<file path="src/rtl/ibex_ex_seq.sv">
// ---------------------------------------------------------------------------
// ibex_ex_seq
//
// ID-side sequencer for the execution block. It takes one instruction at a
// time from the decoder and runs the EX multi-cycle handshake from the
// initiator end. It drives the first-cycle flag and the multiplier/divider
// enables and selects. It owns the two 34-bit intermediate value registers
// that EX writes and reads back. It captures the EX result and offers it
// downstream through a valid/ready handshake. A per-instruction cycle budget
// aborts an operation that never completes and reports it with an error
// pulse.
//
// Parameters
//   TimeoutCycles  EXEC cycles without ex_valid_i before the operation is
//                  aborted with error_o (must be >= 1)
//   ImdResetVal    reset value of both intermediate value registers
//
// Ports
//   clk_i, rst_i              clock, asynchronous active-high reset
//   issue_valid_i/_ready_o    decoder handshake
//   issue_type_i              00 ALU, 01 MUL, 10 DIV, 11 reserved (as ALU)
//   kill_i                    flush; aborts any operation in progress
//   alu_instr_first_cycle_o   first EXEC cycle of the current instruction
//   mult_en_o, div_en_o       dynamic enables (EXEC only)
//   mult_sel_o, div_sel_o     static selects for the latched type (EXEC only)
//   multdiv_ready_id_o        ID can take the multdiv result (EXEC only)
//   ex_valid_i, result_ex_i   EX completion and result
//   imd_val_we_i, imd_val_d_i intermediate register write port from EX
//   imd_val_q_o               intermediate register contents to EX
//   result_valid_o/_ready_i   downstream result handshake
//   result_o                  captured result
//   busy_o                    sequencer not idle
//   error_o                   one-cycle pulse after a timeout
//   stall_cnt_o               saturating count of EXEC cycles after the first
// ---------------------------------------------------------------------------
module ibex_ex_seq #(
  parameter int unsigned  TimeoutCycles = 64,
  parameter logic [33:0]  ImdResetVal   = 34'h0
) (
  input  logic              clk_i,
  input  logic              rst_i,

  input  logic              issue_valid_i,
  output logic              issue_ready_o,
  input  logic [1:0]        issue_type_i,
  input  logic              kill_i,

  output logic              alu_instr_first_cycle_o,
  output logic              mult_en_o,
  output logic              div_en_o,
  output logic              mult_sel_o,
  output logic              div_sel_o,
  output logic              multdiv_ready_id_o,

  input  logic              ex_valid_i,
  input  logic [31:0]       result_ex_i,

  input  logic [1:0]        imd_val_we_i,
  input  logic [1:0][33:0]  imd_val_d_i,
  output logic [1:0][33:0]  imd_val_q_o,

  output logic              result_valid_o,
  input  logic              result_ready_i,
  output logic [31:0]       result_o,

  output logic              busy_o,
  output logic              error_o,
  output logic [15:0]       stall_cnt_o
);

  // The timeout counter only ever counts up to TimeoutCycles.
  localparam int unsigned TcntW = $clog2(TimeoutCycles + 1);
  localparam logic [TcntW-1:0] TcntLast = TcntW'(TimeoutCycles - 1);

  typedef enum logic [1:0] {
    IDLE = 2'b00,
    EXEC = 2'b01,
    DONE = 2'b10
  } state_e;

  typedef enum logic [1:0] {
    TYPE_ALU = 2'b00,
    TYPE_MUL = 2'b01,
    TYPE_DIV = 2'b10,
    TYPE_RSV = 2'b11
  } type_e;

  state_e              state_q, state_d;
  logic [1:0]          type_q, type_d;
  logic [TcntW-1:0]    tcnt_q, tcnt_d;
  logic [15:0]         stall_q, stall_d;
  logic [31:0]         result_q, result_d;
  logic                error_q, error_d;
  logic [1:0][33:0]    imd_q;

  logic                is_mul_s;
  logic                is_div_s;

  // Type decode of the latched instruction; reserved decodes as neither.
  always_comb begin
    is_mul_s = (type_q == TYPE_MUL);
    is_div_s = (type_q == TYPE_DIV);
  end

  // Next-state logic and state-derived outputs.
  always_comb begin
    state_d                 = state_q;
    type_d                  = type_q;
    tcnt_d                  = tcnt_q;
    stall_d                 = stall_q;
    result_d                = result_q;
    error_d                 = 1'b0;

    issue_ready_o           = 1'b0;
    alu_instr_first_cycle_o = 1'b0;
    mult_en_o               = 1'b0;
    div_en_o                = 1'b0;
    mult_sel_o              = 1'b0;
    div_sel_o               = 1'b0;
    multdiv_ready_id_o      = 1'b0;
    result_valid_o          = 1'b0;

    case (state_q)
      IDLE: begin
        issue_ready_o = ~kill_i;
        if (issue_valid_i && !kill_i) begin
          type_d  = issue_type_i;
          tcnt_d  = {TcntW{1'b0}};
          state_d = EXEC;
        end else begin
          state_d = IDLE;
        end
      end

      EXEC: begin
        mult_sel_o         = is_mul_s;
        div_sel_o          = is_div_s;
        mult_en_o          = is_mul_s;
        div_en_o           = is_div_s;
        multdiv_ready_id_o = 1'b1;
        // The counter is cleared on entry and bumped on every cycle that
        // stays in EXEC, so zero identifies the first cycle.
        alu_instr_first_cycle_o = (tcnt_q == {TcntW{1'b0}});

        if (kill_i) begin
          state_d = IDLE;
        end else if (ex_valid_i) begin
          // A completion on the last budgeted cycle still counts.
          result_d = result_ex_i;
          state_d  = DONE;
        end else begin
          tcnt_d = tcnt_q + {{(TcntW-1){1'b0}}, 1'b1};
          if (stall_q != 16'hFFFF) begin
            stall_d = stall_q + 16'd1;
          end else begin
            stall_d = stall_q;
          end
          if (tcnt_q == TcntLast) begin
            error_d = 1'b1;
            state_d = IDLE;
          end else begin
            state_d = EXEC;
          end
        end
      end

      DONE: begin
        result_valid_o = 1'b1;
        // Accepting a new instruction while handing off the result avoids
        // an idle bubble between back-to-back operations.
        issue_ready_o  = result_ready_i & ~kill_i;
        if (kill_i) begin
          state_d = IDLE;
        end else if (result_ready_i) begin
          if (issue_valid_i) begin
            type_d  = issue_type_i;
            tcnt_d  = {TcntW{1'b0}};
            state_d = EXEC;
          end else begin
            state_d = IDLE;
          end
        end else begin
          state_d = DONE;
        end
      end

      default: begin
        state_d = IDLE;
      end
    endcase
  end

  // FSM state register.
  always_ff @(posedge clk_i or posedge rst_i) begin
    if (rst_i) begin
      state_q <= IDLE;
    end else begin
      state_q <= state_d;
    end
  end

  // Datapath registers: latched type, counters, result and error pulse.
  always_ff @(posedge clk_i or posedge rst_i) begin
    if (rst_i) begin
      type_q   <= 2'b00;
      tcnt_q   <= {TcntW{1'b0}};
      stall_q  <= 16'd0;
      result_q <= 32'd0;
      error_q  <= 1'b0;
    end else begin
      type_q   <= type_d;
      tcnt_q   <= tcnt_d;
      stall_q  <= stall_d;
      result_q <= result_d;
      error_q  <= error_d;
    end
  end

  // Intermediate value registers; EX may only write them while executing,
  // and they survive kill and completion.
  always_ff @(posedge clk_i or posedge rst_i) begin
    if (rst_i) begin
      imd_q[0] <= ImdResetVal;
      imd_q[1] <= ImdResetVal;
    end else begin
      for (int i = 0; i < 2; i++) begin
        if ((state_q == EXEC) && !kill_i && imd_val_we_i[i]) begin
          imd_q[i] <= imd_val_d_i[i];
        end else begin
          imd_q[i] <= imd_q[i];
        end
      end
    end
  end

  // Registered values straight to the ports.
  always_comb begin
    imd_val_q_o = imd_q;
    result_o    = result_q;
    busy_o      = (state_q != IDLE);
    error_o     = error_q;
    stall_cnt_o = stall_q;
  end

endmodule

</file>
<file path="config.mk">
export PLATFORM = sky130hd
export DESIGN_NAME = ibex_ex_seq
export DESIGN_NICKNAME = d
export VERILOG_FILES = /design/src/rtl/ibex_ex_seq.sv
export SDC_FILE = /design/constraint.sdc
export NUM_CORES = 1
export LEC_CHECK = 0
export CORE_UTILIZATION = 46
export CTS_BUF_LIST = sky130_fd_sc_hd__clkbuf_2 sky130_fd_sc_hd__clkbuf_4 sky130_fd_sc_hd__clkbuf_8
export CTS_CLUSTER_DIAMETER = 30
export DETAILED_ROUTE_END_ITERATION = 10
export PLACE_DENSITY = 0.88
export SETUP_SLACK_MARGIN = 0.2
export SLEW_MARGIN = 20
export SYNTH_ARGS = -nofsm -noshare
export SYNTH_HDL_FRONTEND = slang
export SYNTH_SLANG_ARGS = --single-unit
</file>
<file path="constraint.sdc">
create_clock -name clk_i -period 9.6 [get_ports clk_i]
set_input_delay 1.92 -clock clk_i [delete_from_list [all_inputs] [get_ports clk_i]]
set_output_delay 1.92 -clock clk_i [all_outputs]
set_load 0.02 [all_outputs]
</file>
==> results_dict.tcl, run 1 <==
set metrics [dict create \
    yosysSeqAreaShare 0.620 \
    syn_area_um2 5160 \
    grt_first_pass_wirelength_um 19700 \
    relSlewSlack 0.371 \
    diodes 0 \
    rows 38 \
    wirelength_um 12900 \
    die_h_um 108 \
    cap_violations 0 \
    crit_top_cell "clkdlybuf4s50_1" \
    synth-seq-cells 128 \
    multi_input_area_um2 1850 \
    clockBufferDepth 2 \
    fin_crit_ps 5350 \
    path_cells "clkdlybuf4s50_1 > nor3_1 > clkdlybuf4s50_1" \
    clock_skew_ps 7.43 \
    critPathTopFamily "buffers and inverters" \
    mostFrequentLayoutCells "clkdlybuf4s50_1, dfrtp_1, mux2_1" \
    ant_nets 0 \
    clock_latency_ps 420 \
    start_kind "input pin" \
    p_leak_uw 0.00347 \
    port_buffers 235 \
    coreArea_um2 10900 \
    cts.sinks 128 \
    cts_tree "yes" \
    hold_class "register to register" \
    die_w_um 108 \
    post-route-period-util 0.557 \
    syn_inst 368 \
    grt_use_total 0.226 \
    cts_hold_buf 0 \
    reg2reg_to "stall_cnt_o[14]" \
    cp_num_buf_inv 2 \
    worstSetupPathType "input pin to primary output" \
    dp_hpwl_um 9540 \
    drive_gt1_frac 0.0661 \
    htree_levels 4 \
    cts_root_buffer "clkbuf_8" \
    worst_setup_path_end_kind "primary output" \
    max_stage_delay_ps 630 \
    hold_end "imd_val_q_o[15]" \
    place_congestion 0.817 \
    gr-total-overflow 0 \
    timing.fmax_mhz 187 \
    clk_pin_slew_worst_paths_ps 70 \
    cts_resized 0 \
    fin_cells 760 \
    rsz0062_at_grt "no" \
    rr_worst_depth 4 \
    cp.required_ps 7680 \
    hold_depth 1 \
    syn-num-nets 481 \
    ir_worst_vdd_uv 141 \
    firstDrtPassIters 6 \
    drv_slew 0 \
    setup_tns_ps 0 \
    start_util 0.474 \
    status "complete, no violations" \
    register_area_um2 3200 \
    hold_violations 0 \
    die-area_um2 11700 \
    tightest_slew_ps 943 \
    first_global_vias 3897 \
    areaGrowthSynthToFinish_pct 57.3 \
    grt_max_degree 77 \
    cellPowerDensity_nw_per_um2 245 \
    cp.arrival_ps 3430 \
    fill_cells 729 \
    dp.cells 729 \
    cts_buffers 17 \
    drt_iter0_markers 105 \
    min_from "imd_val_q_o[15]" \
    num_io_pins 236 \
    final_nets 721 \
    wl_per_cell_um 17.0 \
    vias_per_cell 4.99 \
    final-setup-viol-count 0 \
    yosys.area.top_type "dfrtp_1" \
    synth_area_per_cell_um2 14.0 \
    final_common_cell "clkdlybuf4s50_1" \
    ys_warn_count 0 \
    netlist.area_leader.share 0.620 \
    total_power_uw 1990 \
    drc 0 \
    synth_area_leaders "dfrtp_1, mux2_1, xor2_1, nand2_1, nor2_1" \
    slowest_stage "clkdlybuf4s50_1" \
    r2r_setup_slack_ps 7420 \
    vias 3790 \
    whs_ps 485 \
    cts_setup_buffers 0 \
    critPathMaxFanout 14 \
    netlist-cell-type-count 39 \
    r2r-start "state_q[1]" \
    grt_antenna_before_repair 0 \
]
==> registers in the layout, indices dropped and copies added, names as in the netlist <==
name,cells
state_q,2
stall_cnt_o,16
type_q,2
error_o,1
imd_val_q_o,68
result_o,32
tcnt_q,7
==> per-layer routing <==
layer  global-route usage  part of all wire  up-vias
met1                0.239              0.38     1851
met3               0.0753             0.067       20
met5                    0                 0        -
li1                     -                 -     1786
met2                0.415              0.54      133
met4               0.0793             0.018        0
==> Yosys cell counts <==
cell type    n
dfrtp_1    128
mux2_1     101
nand2_1     14
nor2_1      13
xor2_1      10
nand3_1      8
a21oi_1      7
buf_2        7
o21ai_0      7
clkbuf_1     6
inv_1        6
nand4_1      6
nor3_1       5
nand2b_1     4
nor4_1       4
and2_1       3
and3_1       3
buf_1        3
ha_1         3
nor3b_1      3
or3_1        3
buf_4        2
nand4b_1     2
nor2b_1      2
nor3_2       2
or4_1        2
xnor2_1      2
a211o_1      1
a21o_1       1
and4b_1      1
nor4_2       1
nor4b_1      1
o21a_1       1
o31ai_1      1
o32a_1       1
or2_1        1
or2_2        1
or4_4        1
or4b_1       1
==> final cells by class <==
cell class                 instances  area share
sequential                       128       0.394
timing repair buffer             239       0.293
multi-input combinational        216       0.228
clock buffer                      21      0.0340
clock inverter                    10      0.0256
tap                              140      0.0216
inverter                           6     0.00308
==> logic make-up (layout without fill, tap and decap cells) <==
logic type | Yosys count | in the layout | share of synthesized area
flip-flops | 128 | 128 | 0.620
AND/OR/NAND/NOR | 81 | 81 | 0.0897
AO/OA/AOI/OAI | 19 | 19 | 0.0216
buffers and inverters | 24 | 276 | 0.0206
adder cells (fa/ha/maj) | 3 | 3 | 0.00727
XOR/XNOR | 12 | 12 | 0.0204
multiplexers | 101 | 101 | 0.220
==> report_power, final <==
part,switching (µW),total [µW],internal (µW)
Clock,202,555,353
Sequential,77.4,758,681
Combinational,321,675,354
Total,601,1990,1390
==> stage by stage <==
step | area (µm²) | util | worst slack [ps]
final | 8120 | 0.746 | 4250
after global routing | 8120 | 0.746 | 4190
after CTS | 8120 | 0.746 | 4260
after detailed placement | 7640 | 0.702 | 4280
after global placement | 7640 | 0.702 | 4280
after floorplan | 5160 | - | 4270
==> worst max path at each step <==
stage                     slack [ps]   start  depth (start not counted)            end
final                           4250  kill_i                          3  issue_ready_o
after global routing            4190  kill_i                          3  issue_ready_o
after CTS                       4260  kill_i                          3  issue_ready_o
after global placement          4280  kill_i                          3  issue_ready_o
after detailed placement        4280  kill_i                          3  issue_ready_o
after floorplan                 4270   rst_i                          1        error_o
(Power assumes the default switching activity.)
==> run 2, diff against run 1 <==
--- a/config.mk
+++ b/config.mk
@@ -5,11 +5,11 @@
 export SDC_FILE = /design/constraint.sdc
 export NUM_CORES = 1
 export LEC_CHECK = 0
-export CORE_UTILIZATION = 46
+export CORE_UTILIZATION = 39
 export CTS_BUF_LIST = sky130_fd_sc_hd__clkbuf_2 sky130_fd_sc_hd__clkbuf_4 sky130_fd_sc_hd__clkbuf_8
 export CTS_CLUSTER_DIAMETER = 30
 export DETAILED_ROUTE_END_ITERATION = 10
-export PLACE_DENSITY = 0.88
+export PLACE_DENSITY = 0.79
 export SETUP_SLACK_MARGIN = 0.2
 export SLEW_MARGIN = 20
 export SYNTH_ARGS = -nofsm -noshare
==> constraint.sdc (replaced) <==
create_clock -name clk_i -period 4.48 [get_ports clk_i]
set_input_delay 0.896 -clock clk_i [delete_from_list [all_inputs] [get_ports clk_i]]
set_output_delay 0.896 -clock clk_i [all_outputs]
set_load 0.02 [all_outputs]
==> run 2 against run 1 <==
Compared with the run above:
- power up 110%
- sequential power is 110% higher
- first-iteration DRC count rose by 33%
- combinational power rose by 110%
- highest routed layer unchanged
- wire length shrank 1.8%
- worst setup slack lost 3100 ps
- clock power rose by 91%
- hold slack worse by 2.2 ps
==> results_dict.tcl, run 2 (same netlist as run 1, synthesis figures left out) <==
set metrics [dict create \
    clk_pin_slew_worst_paths_ps 70 \
    hold_depth 1 \
    fin_crit_ps 3310 \
    drv_slew 0 \
    register_area_um2 3200 \
    clock_latency_ps 430 \
    start_kind "input pin" \
    final_common_cell "clkdlybuf4s50_1" \
    cts_buffers 17 \
    diodes 0 \
    critPathMaxFanout 14 \
    cts_root_buffer "clkbuf_8" \
    fill_cells 979 \
    vias_per_cell 4.90 \
    place_congestion 0.825 \
    rsz0062_at_grt "no" \
    areaGrowthSynthToFinish_pct 57.9 \
    start_util 0.404 \
    post-route-period-util 0.740 \
    firstDrtPassIters 4 \
    worstSetupPathType "input pin to primary output" \
    mostFrequentLayoutCells "clkdlybuf4s50_1, dfrtp_1, mux2_1" \
    timing.fmax_mhz 302 \
    die-area_um2 13700 \
    grt_antenna_before_repair 0 \
    multi_input_area_um2 1850 \
    port_buffers 235 \
    dr_wl_met3_um 1200 \
    hold_class "register to register" \
    final-setup-viol-count 0 \
    relSlewSlack 0.463 \
    die_w_um 117 \
    cts_resized 0 \
    cts.sinks 128 \
    drive_gt1_frac 0.0676 \
    cap_violations 0 \
    setup_tns_ps 0 \
    dp_hpwl_um 9370 \
    wl_met2_um 6350 \
    clock_skew_ps 9.11 \
    die_h_um 117 \
    wl_met1_um 4780 \
    grt_max_degree 82 \
    ir_worst_vdd_uv 314 \
    drt_iter0_markers 140 \
    cellPowerDensity_nw_per_um2 505 \
    worst_setup_path_end_kind "primary output" \
    status "complete, no violations" \
    cts_setup_buffers 0 \
    gr-total-overflow 0 \
    grt_first_pass_wirelength_um 19600 \
    final_nets 723 \
    cts_tree "yes" \
    htree_levels 4 \
    ant_nets 0 \
    cp.arrival_ps 2420 \
    cts_hold_buf 0 \
    num_io_pins 236 \
    clockBufferDepth 2 \
    first_global_vias 3949 \
    wl_per_cell_um 16.0 \
    rr_worst_depth 5 \
    coreArea_um2 12800 \
    cp.required_ps 3580 \
    grt_use_total 0.193 \
    highest_layer "met4" \
    wirelength_um 12700 \
    drc 0 \
    hold_violations 0 \
    tightest_slew_ps 805 \
    largest_reg_flops 68 \
    vias 3888 \
    p_leak_uw 0.00347 \
    rows 41 \
    utilization 0.638 \
]
[run 2: cell types whose count changed in the layout (fill, tap and decap cells not counted), sizes merged]
cell and delta:
clkinvlp -2, inv -1, clkinv +1, bufinv -3
buf +2, clkbuf +4
[run 2: metal layers]
| metal | GRT usage | vias to the layer above |
|---|---|---|
| li1 | - | 1780 |
| met1 | 0.205 | 1914 |
| met2 | 0.332 | 169 |
| met3 | 0.0762 | 25 |
| met4 | 0.0979 | 0 |
| met5 | 0 | - |
[run 2: metrics by stage]
step / setup slack [ps] / hold slack [ps] / instances / cell area, µm² / power (µW)
floorplan: 2000 / 460 / 368 / 5170 / 2270
global placement: 1190 / 467 / 763 / 7720 / 3060
detailed placement: 1160 / 474 / 763 / 7720 / 3100
CTS: 1190 / 489 / 793 / 8150 / 4180
global route: 1010 / 505 / 793 / 8150 / 4340
finish: 1170 / 483 / 793 / 8150 / 4120
[run 2: where the power goes]
part / internal (µW) / switching (µW) / total (µW)
sequential: 1460 / 160 / 1620
combinational: 760 / 679 / 1440
clock: 645 / 415 / 1060
[run 2: layout make-up]
| type | instances | share of cell area |
|---|---|---|
| sequential | 128 | 0.393 |
| timing repair buffer | 241 | 0.297 |
| multi-input combinational | 216 | 0.227 |
| clock buffer | 25 | 0.0407 |
| tap | 172 | 0.0264 |
| clock inverter | 5 | 0.0123 |
| inverter | 6 | 0.00322 |
[run 2: path summary, 6_finish.rpt]
check	from	end	slack [ps]
worst min-delay path	imd_val_q_o[65]	imd_val_q_o[65]	480
worst max-delay path	kill_i	issue_ready_o	1170
max in group asynchronous	rst_i	stall_cnt_o[15]	2890
worst max register to register	state_q[1]	imd_val_q_o[37]	2120
min in group asynchronous	rst_i	imd_val_q_o[11]	840
worst min register to register	imd_val_q_o[65]	imd_val_q_o[65]	480
[run 2: worst max-delay path: stages]
cell,delay (ps)
clkdlybuf4s50_1,620
nor3_1,270
clkdlybuf4s50_1,630
==> run 3, diff against run 2 <==
==> constraint.sdc (replaced) <==
create_clock -name clk_i -period 2.95 [get_ports clk_i]
set_input_delay 0.59 -clock clk_i [delete_from_list [all_inputs] [get_ports clk_i]]
set_output_delay 0.59 -clock clk_i [all_outputs]
set_load 0.02 [all_outputs]
==> run 3 against run 2 <==
Compared with the run above:
- combinational power grew 53%
- wire length grew 0.12%
- global-route usage shrank 0.13 points
- register-to-register slack lost 1300 ps
- clock skew shrank 3.7 ps
- sequential power grew 52%
- sequential cell count is the same
- non-clock buffer count grew 4
- sequential share of layout area shrank 0.30 points
- hold slack is essentially flat
- largest power group unchanged
==> results_dict.tcl, run 3 (same netlist as run 1, synthesis figures left out) <==
set metrics [dict create \
    start_util 0.404 \
    cp.required_ps 2360 \
    hold_violations 0 \
    mostFrequentLayoutCells "clkdlybuf4s50_1, dfrtp_1, mux2_1" \
    die-area_um2 13700 \
    grt_antenna_before_repair 0 \
    cts_hold_buf 0 \
    gr-total-overflow 0 \
    final_common_cell "clkdlybuf4s50_1" \
    first_global_vias 3891 \
    drive_gt1_frac 0.0767 \
    timing.fmax_mhz 381 \
    min_from "result_o[28]" \
    setup_tns_ps 0 \
    rows 41 \
    grt_use_total 0.191 \
    areaGrowthSynthToFinish_pct 59.1 \
    fin_crit_ps 2620 \
    firstDrtPassIters 4 \
    cellPowerDensity_nw_per_um2 754 \
    final-setup-viol-count 0 \
    cp.arrival_ps 2030 \
    worstSetupPathType "register to primary output" \
    ir_worst_vdd_uv 454 \
    die_w_um 117 \
    hold_class "register to register" \
    num_io_pins 236 \
    path_cells "nand2b_1 > nor3b_2 > clkdlybuf4s50_1" \
    clock_skew_ps 5.42 \
    rr_worst_depth 4 \
    final_nets 727 \
    largest_reg_flops 68 \
    cts.sinks 128 \
    port_buffers 235 \
    clock_latency_ps 430 \
    critPathTopFamily "buffers and inverters" \
    diodes 0 \
    drv_slew 0 \
    r2r_setup_slack_ps 840 \
    p_int_uw 4280 \
    multi_input_area_um2 1860 \
    p_leak_uw 0.00355 \
    tightest_slew_ps 731 \
    grt_max_degree 51 \
    r2r-start "state_q[1]" \
    place_congestion 0.810 \
    met1_usage 0.206 \
    rsz0062_at_grt "no" \
    drt_iter0_markers 97 \
    finalInstanceArea_um2 8220 \
    busiest_layer "met2" \
    fill_cells 927 \
    drc 0 \
    clockBufferDepth 2 \
    cts_buffers 17 \
    grtUsageMet3 0.0742 \
    hold_end "result_o[28]" \
    cts_root_buffer "clkbuf_8" \
    clk_pin_slew_worst_paths_ps 70 \
    total_power_uw 6190 \
    hold_depth 1 \
    cp_num_buf_inv 1 \
    p_switching_uw 1910 \
    wirelength_um 12700 \
    slowest_stage "clkdlybuf4s50_1" \
    register_area_um2 3200 \
    wl_per_cell_um 15.9 \
    start_kind "register" \
    clkPwrFrac 0.248 \
    grt.met2_usage 0.334 \
    cap_violations 0 \
    dp_hpwl_um 9480 \
    grt_first_pass_wirelength_um 19400 \
    ant_nets 0 \
    relSlewSlack 0.512 \
    vias_per_cell 4.84 \
    postPlaceCellArea_um2 7790 \
    critPathMaxFanout 7 \
    whs_ps 483 \
    htree_levels 4 \
    coreArea_um2 12800 \
    seqPwrFrac 0.397 \
    die_h_um 117 \
    sw_frac_of_total 0.308 \
    vias 3860 \
    post-route-period-util 0.889 \
    worst_setup_path_end_kind "primary output" \
    status "complete, no violations" \
    cts_tree "yes" \
    pwr-share-comb 0.355 \
    max_stage_delay_ps 640 \
    reg2reg_to "stall_cnt_o[14]" \
]
==> run 3: repair_timing <==
item	4_1_cts	5_1_grt
resized for setup	0	4
setup buffers	0	0
hold endpoints to repair	0	0
setup endpoints to repair	0	5
==> run 3: cell type report <==
type	count	area share
clock buffers	26	0.0413
well taps	172	0.0262
inverters	6	0.00320
clock inverters	5	0.00914
flip-flops and latches	128	0.390
multi-input cells	216	0.226
repair buffers	245	0.304
==> run 3: worst max path at each step <==
stage / startpoint / to / slack, ps / cells past startpoint
2_1_floorplan: kill_i / stall_cnt_o[14] / 770 / 5
3_3_place_gp: ex_valid_i / stall_cnt_o[14] / 320 / 5
3_5_place_dp: ex_valid_i / stall_cnt_o[14] / 280 / 5
4_1_cts: state_q[1] / div_en_o / 210 / 3
5_1_grt: state_q[1] / div_en_o / 220 / 3
6_report: state_q[1] / div_en_o / 330 / 3
==> run 3: routing by layer <==
layer,routed length (µm),up-vias
met2,6420,171
met4,248,0
met5,0,-
met1,4880,1865
met3,1130,22
li1,-,1802
==> run 3: through the flow <==
stage                     instances  utilization  setup slack (ps)
after global routing            798        0.643               217
after detailed placement        767        0.610               283
after global placement          767        0.610               316
after floorplan                 368            -               775
final                           798        0.643               326
after CTS                       798        0.642               215
==> run 3: power groups by stage <==
stage                     logic (µW)  registers [µW]  clock network (µW)
after floorplan                  413            3040                   0
after global placement          2190            2470                   0
after detailed placement        2220            2500                   0
after CTS                       2230            2460                1580
after global routing            2340            2520                1650
final                           2200            2460                1530
